`config.mk`:
```
export PLATFORM = sky130hd
export DESIGN_NAME = uart_tx
export DESIGN_NICKNAME = d
export VERILOG_FILES = /design/src/rtl/uart_pkg.sv /design/src/rtl/uart_tx.sv
export SDC_FILE = /design/constraint.sdc
export NUM_CORES = 1
export LEC_CHECK = 0
export CAP_MARGIN = 20
export CORE_MARGIN = 8
export CORE_UTILIZATION = 40
export DETAILED_ROUTE_END_ITERATION = 10
export GPL_TIMING_DRIVEN = 0
export PLACE_DENSITY = 0.69
export SETUP_SLACK_MARGIN = 0.1
export SLEW_MARGIN = 20
export SYNTH_ARGS = -nofsm -noshare
export SYNTH_HDL_FRONTEND = slang
export SYNTH_SLANG_ARGS = --single-unit
```
`constraint.sdc`:
```
create_clock -name i_clk -period 4 [get_ports i_clk]
set_input_delay 0.6 -clock i_clk [delete_from_list [all_inputs] [get_ports i_clk]]
set_output_delay 0.6 -clock i_clk [all_outputs]
set_load 0.005 [all_outputs]
```
`src/rtl/uart_pkg.sv`:
```
// Shared UART definitions: one-cold FSM encodings, parity modes and default bit timing.
package uart_pkg;

    typedef enum logic [4:0] {
        ST_IDLE   = 5'b11110,
        ST_START  = 5'b11101,
        ST_DATA   = 5'b11011,
        ST_PARITY = 5'b10111,
        ST_STOP   = 5'b01111
    } uart_state_e;

    localparam int unsigned PARITY_NONE = 0;
    localparam int unsigned PARITY_EVEN = 1;
    localparam int unsigned PARITY_ODD  = 2;

    localparam int unsigned TICKS_PER_BIT_DEF = 16;
    localparam int unsigned STOP_TICKS_DEF    = 16;

endpackage

```
`src/rtl/uart_tx.sv`:
```
// UART transmitter: start bit, LSB-first data, optional parity, stop period,
// all paced by the shared oversampling baud tick.
module uart_tx
    import uart_pkg::*;
#(
    parameter int unsigned SIZE_TRAMA_BIT   = 8,
    parameter int unsigned SIZE_BIT_COUNTER = 3,
    parameter int unsigned TICKS_PER_BIT    = TICKS_PER_BIT_DEF,
    parameter int unsigned STOP_TICKS       = STOP_TICKS_DEF,
    parameter int unsigned PARITY_MODE      = PARITY_NONE
) (
    input  logic                      i_clk,
    input  logic                      i_reset,
    input  logic                      i_tick,
    input  logic                      i_tx_start,
    input  logic [SIZE_TRAMA_BIT-1:0] i_data,
    output logic                      o_tx,
    output logic                      o_busy,
    output logic                      o_tx_done
);

    localparam int unsigned TICK_MAX = (TICKS_PER_BIT > STOP_TICKS) ? TICKS_PER_BIT : STOP_TICKS;
    localparam int unsigned TICK_W   = (TICK_MAX > 1) ? $clog2(TICK_MAX) : 1;

    localparam logic [TICK_W-1:0]           BIT_LAST_TICK  = TICK_W'(TICKS_PER_BIT - 1);
    localparam logic [TICK_W-1:0]           STOP_LAST_TICK = TICK_W'(STOP_TICKS - 1);
    localparam logic [SIZE_BIT_COUNTER-1:0] LAST_BIT       = SIZE_BIT_COUNTER'(SIZE_TRAMA_BIT - 1);
    localparam bit                          HAS_PARITY     = (PARITY_MODE != PARITY_NONE);

    uart_state_e                 state_q, state_d;
    logic [TICK_W-1:0]           tick_cnt_q, tick_cnt_d;
    logic [SIZE_BIT_COUNTER-1:0] bit_cnt_q, bit_cnt_d;
    logic [SIZE_TRAMA_BIT-1:0]   shift_q, shift_d;
    logic                        parity_q, parity_d;
    logic                        tx_q, tx_d;
    logic                        busy_q, busy_d;
    logic                        done_q, done_d;

    always_ff @(posedge i_clk or posedge i_reset) begin
        if (i_reset) begin
            state_q    <= ST_IDLE;
            tick_cnt_q <= '0;
            bit_cnt_q  <= '0;
            shift_q    <= '0;
            parity_q   <= 1'b0;
            tx_q       <= 1'b1;
            busy_q     <= 1'b0;
            done_q     <= 1'b0;
        end else begin
            state_q    <= state_d;
            tick_cnt_q <= tick_cnt_d;
            bit_cnt_q  <= bit_cnt_d;
            shift_q    <= shift_d;
            parity_q   <= parity_d;
            tx_q       <= tx_d;
            busy_q     <= busy_d;
            done_q     <= done_d;
        end
    end

    // Next-state logic; counters only advance on baud ticks.
    always_comb begin
        state_d    = state_q;
        tick_cnt_d = tick_cnt_q;
        bit_cnt_d  = bit_cnt_q;
        shift_d    = shift_q;
        parity_d   = parity_q;
        done_d     = 1'b0;

        case (state_q)
            ST_IDLE: begin
                if (i_tx_start) begin
                    shift_d    = i_data;
                    parity_d   = (PARITY_MODE == PARITY_ODD) ? ~(^i_data) : (^i_data);
                    tick_cnt_d = '0;
                    state_d    = ST_START;
                end
            end
            ST_START: begin
                if (i_tick) begin
                    if (tick_cnt_q == BIT_LAST_TICK) begin
                        tick_cnt_d = '0;
                        bit_cnt_d  = '0;
                        state_d    = ST_DATA;
                    end else begin
                        tick_cnt_d = tick_cnt_q + TICK_W'(1);
                    end
                end
            end
            ST_DATA: begin
                if (i_tick) begin
                    if (tick_cnt_q == BIT_LAST_TICK) begin
                        tick_cnt_d = '0;
                        shift_d    = shift_q >> 1;
                        if (bit_cnt_q == LAST_BIT) begin
                            state_d = HAS_PARITY ? ST_PARITY : ST_STOP;
                        end else begin
                            bit_cnt_d = bit_cnt_q + SIZE_BIT_COUNTER'(1);
                        end
                    end else begin
                        tick_cnt_d = tick_cnt_q + TICK_W'(1);
                    end
                end
            end
            ST_PARITY: begin
                if (i_tick) begin
                    if (tick_cnt_q == BIT_LAST_TICK) begin
                        tick_cnt_d = '0;
                        state_d    = ST_STOP;
                    end else begin
                        tick_cnt_d = tick_cnt_q + TICK_W'(1);
                    end
                end
            end
            ST_STOP: begin
                if (i_tick) begin
                    if (tick_cnt_q == STOP_LAST_TICK) begin
                        tick_cnt_d = '0;
                        state_d    = ST_IDLE;
                        done_d     = 1'b1;
                    end else begin
                        tick_cnt_d = tick_cnt_q + TICK_W'(1);
                    end
                end
            end
            default: begin
                state_d    = ST_IDLE;
                tick_cnt_d = '0;
                bit_cnt_d  = '0;
            end
        endcase
    end

    // Line level is decoded from the next state so o_tx moves with the state register.
    always_comb begin
        tx_d = 1'b1;
        case (state_d)
            ST_START:  tx_d = 1'b0;
            ST_DATA:   tx_d = shift_d[0];
            ST_PARITY: tx_d = parity_d;
            default:   tx_d = 1'b1;
        endcase
        busy_d = (state_d != ST_IDLE);
    end

    assign o_tx      = tx_q;
    assign o_busy    = busy_q;
    assign o_tx_done = done_q;

endmodule

```
==> metrics.md <==
| Metric | Value |
|---|---|
| Hold Buf Count CTS | `0` |
| R2R setup slack | `1.93 ns` |
| Switching Fraction | `39.58%` |
| Status | `finished, final reports clean` |
| Worst path cell trace | `clkdlybuf4s50_1, nand4_1, nor4_1, nor2_1, a21o_1` |
| Tmin final | `2.203 ns` |
| Drt drc | `0` |
| Nets@finish | `174` |
| DR vias/cell | `5.701` |
| CP Buf/Inv Count | `1` |
| Crit path depth | `5` |
| Hold/Removal Path Class | `flip-flop to flip-flop` |
| I/O pins | `15` |
| Final Setup Violations | `0` |
| Top-area cell type share of the netlist area | `34.67%` |
| Cell Int Power | `0.0006077 W` |
| GRT Total Usage | `11.75%` |
| Worst setup EP type | `flip-flop` |
| Share of layout cells above drive strength 1 | `13.92%` |
| Clk slew on worst S/H paths | `0.13 ns` |
| Pwr Density | `630.5 nW/µm²` |
| Largest stage delay on the critical path | `0.68 ns` |
| Layout Cells excl Fill | `204` |
| Setup TNS | `0 ns` |
| CTS resizes | `0` |
| Rel. slew slack | `39.43%` |
| Placed insts | `200` |
| Clk root buf | `clkbuf_4` |
| Max cap viols | `0` |
| Gate power share | `51.0%` |
| Place WS | `1.449 ns` |
| Placer congestion estimate | `0.8824` |
| Net Count, Synth | `155` |
| R2R depth | `5` |
| Area leader, netlist | `dfrtp_1` |
| Final core utilization | `48.19%` |
| Initial antenna violation count | `0` |
| P&R area growth vs syn | `16.33%` |
| Pleak | `0.7174 nW` |
| Core area | `3311 µm²` |
| Cell Area, Synth | `1371 µm²` |
| Final hold violations | `0` |
| RR Startpoint | `tick_cnt_q[0]` |
| Port bufs | `14` |
| Clock power frac | `10.8%` |
| Die height | `74.55 µm` |
| Setup Buffers After CTS | `0` |
| Routed len/inst | `14.73 µm` |
| Die ar. | `5558 µm²` |
| Clk sink count | `24` |
| Ant. Diodes | `0` |
| Clk_lat worst skew | `0.31 ns` |
| CP Launch Type | `primary input` |
| Detail Route Antenna Nets | `0` |
| Post-synthesis cell type count | `39` |
| CP endpoint | `bit_cnt_q[1]` |
| Register area | `606.8 µm²` |
| Cells after Synth | `140` |
| TritonRoute pass-1 iters | `7` |
| Htree depth | `1` |
| Required @ worst endpoint | `4.22 ns` |
| Post-DP HPWL | `2.225 mm` |
| Area contributors post-synth | `dfrtp_1 (35%), dfstp_2 (9.6%), xnor2_1 (5.7%)` |
| Switch Pwr | `0.0003981 W` |
| First-pass GRT wire length | `5.092 mm` |
| Die width | `74.55 µm` |
| Final worst-path cycle share | `55.08%` |
| Worst slew pin tran | `0.9075 ns` |
| Total grt overflow | `0` |
| Fin. max-slew vios | `0` |
| CTS tree | `yes` |
| CP Class | `primary input to flip-flop` |
| Crit path DAT | `2.42 ns` |
| Flops & latches, synth | `24` |
| R2r endpoint | `bit_cnt_q[1]` |
| Combined area of the multi-input logic cells | `678.2 µm²` |
| Final WL | `3.004 mm` |
| CTS Buf Count | `3` |
| Post-route setup slack | `1.797 ns` |
| Vias in the first global route | `1155` |
| Mean Syn Cell Area | `9.795 µm²` |
| VDD IR max | `0.3099 mV` |
| RSZ-0062 raised after global routing | `false` |
| CP Launch Point | `i_tick` |
| Seq/Total Area, Yosys | `44.25%` |
| Reg power frac | `38.2%` |
| Delay-heaviest family, CP | `simple AND/OR/NAND/NOR gates` |
| Fill count | `343` |
| Vias | `1163` |
| Largest net degree at the start of global routing | `25` |
| FMAX | `0.4539 GHz` |
| Clk buf depth | `2` |
| # rows | `21` |
| Crit-path max FO | `5` |
| Initial Utilization | `41.42%` |
| Crit-path slowest cell | `nor4_1` |
| YS warnings | `0` |
| Setup Skew | `0.01103 ns` |
| Iter 0 DRT Violations | `159` |
## cell type report
type	count	share of cell area (%)
tap	46	3.608
multi-input combinational	97	42.51
buffer	5	2.118
inverter	14	3.294
clock buffer	4	1.647
sequential	24	38.04
timing repair buffer	14	8.784
## sequential cells by signal, summed over array words and instances, names as in the netlist
name,cells
o_tx_done,1
state_q,5
o_busy,1
bit_cnt_q,3
shift_q,8
o_tx,1
tick_cnt_q,4
parity_q,1
## logic make-up (layout without fill, tap and decap cells)
| logic type | count (synthesis) | in the layout | synth area share [%] |
|---|---|---|---|
| compound gates | 38 | 38 | 21.35 |
| buf+inv | 19 | 37 | 6.295 |
| xor+xnor | 9 | 9 | 5.748 |
| simple gates | 47 | 47 | 19.62 |
| fa+ha+maj | 3 | 3 | 2.738 |
| flops | 24 | 24 | 44.25 |
## worst min path at each step
| stage | from | end | slack (ns) | cells after the start |
|---|---|---|---|---|
| floorplan | shift_q[0] | shift_q[0] | 0.45 | 2 |
| global placement | shift_q[0] | shift_q[0] | 0.45 | 2 |
| detailed placement | shift_q[0] | shift_q[0] | 0.47 | 2 |
| CTS | shift_q[0] | shift_q[0] | 0.50 | 2 |
| global route | bit_cnt_q[1] | bit_cnt_q[1] | 0.52 | 1 |
| finish | shift_q[0] | shift_q[0] | 0.50 | 2 |
## Yosys cell counts, drive strengths merged
cell / instances
a31o: 3
a222oi: 6
nand3: 4
o21ai: 7
a21o: 2
nand3b: 2
ha: 3
nand2b: 3
a21oi: 7
or3: 2
nor2: 7
nand4: 1
nor3b: 4
dfrtp: 19
inv: 14
a22o: 4
o311ai: 1
nand2: 12
a221oi: 1
xnor2: 9
o31ai: 1
o22ai: 1
dfstp: 5
and4: 1
a211oi: 2
nor3: 4
nor2b: 1
a2bb2oi: 1
and2: 1
a211o: 1
a31oi: 1
nor4: 2
buf: 5
and3: 3
## placed cells by master, fill, tap and decap left out, types with 3 or more instances in the layout
cell / Yosys / routed
a21oi_1: 7 / 7
a222oi_1: 6 / 6
a22o_1: 3 / 3
a31o_2: 3 / 3
and3_1: 3 / 3
buf_2: 3 / 3
clkbuf_4: 0 / 3
clkdlybuf4s50_1: 0 / 14
dfrtp_1: 19 / 19
dfstp_2: 5 / 5
ha_1: 3 / 3
inv_1: 14 / 14
nand2_1: 12 / 12
nand2b_1: 3 / 3
nand3_1: 4 / 4
nor2_1: 7 / 7
nor3_1: 3 / 3
nor3b_1: 4 / 4
o21ai_0: 7 / 7
xnor2_1: 9 / 9
## routing by layer
metal / vias to the layer above / share of wire (%) / global-route usage, % / wire [µm]
met3: 6 / 5.2 / 1.887 / 156
met2: 42 / 50 / 20.14 / 1511
met4: 0 / 1.4 / 4.565 / 41
met5: - / 0 / 0 / 0
met1: 567 / 43 / 14.25 / 1295
li1: 548 / - / - / -
## power by group through the flow
stage          sequential [W]  clock, W  combinational (W)
6_report             0.000385  0.000108           0.000513
4_1_cts              0.000384  0.000114           0.000510
5_1_grt              0.000393  0.000122           0.000571
2_1_floorplan        0.000377         0           0.000388
3_3_place_gp         0.000384         0           0.000487
3_5_place_dp         0.000389         0           0.000505
## metrics by stage
step	instance area, µm²	hold WS [ns]	total power, W
after global placement	1569	0.4550	0.0008714
after global routing	1595	0.5204	0.001086
final	1595	0.4952	0.001006
after floorplan	1371	0.4451	0.0007646
after detailed placement	1569	0.4681	0.0008940
after CTS	1595	0.4983	0.001008
## worst min-delay path, delay by kind of cell, from the launching register on
kind            cells  cell delay [ns]
compound gates      1             0.06
buf+inv             1             0.05
flops               1             0.36
(Power assumes the default switching activity.)
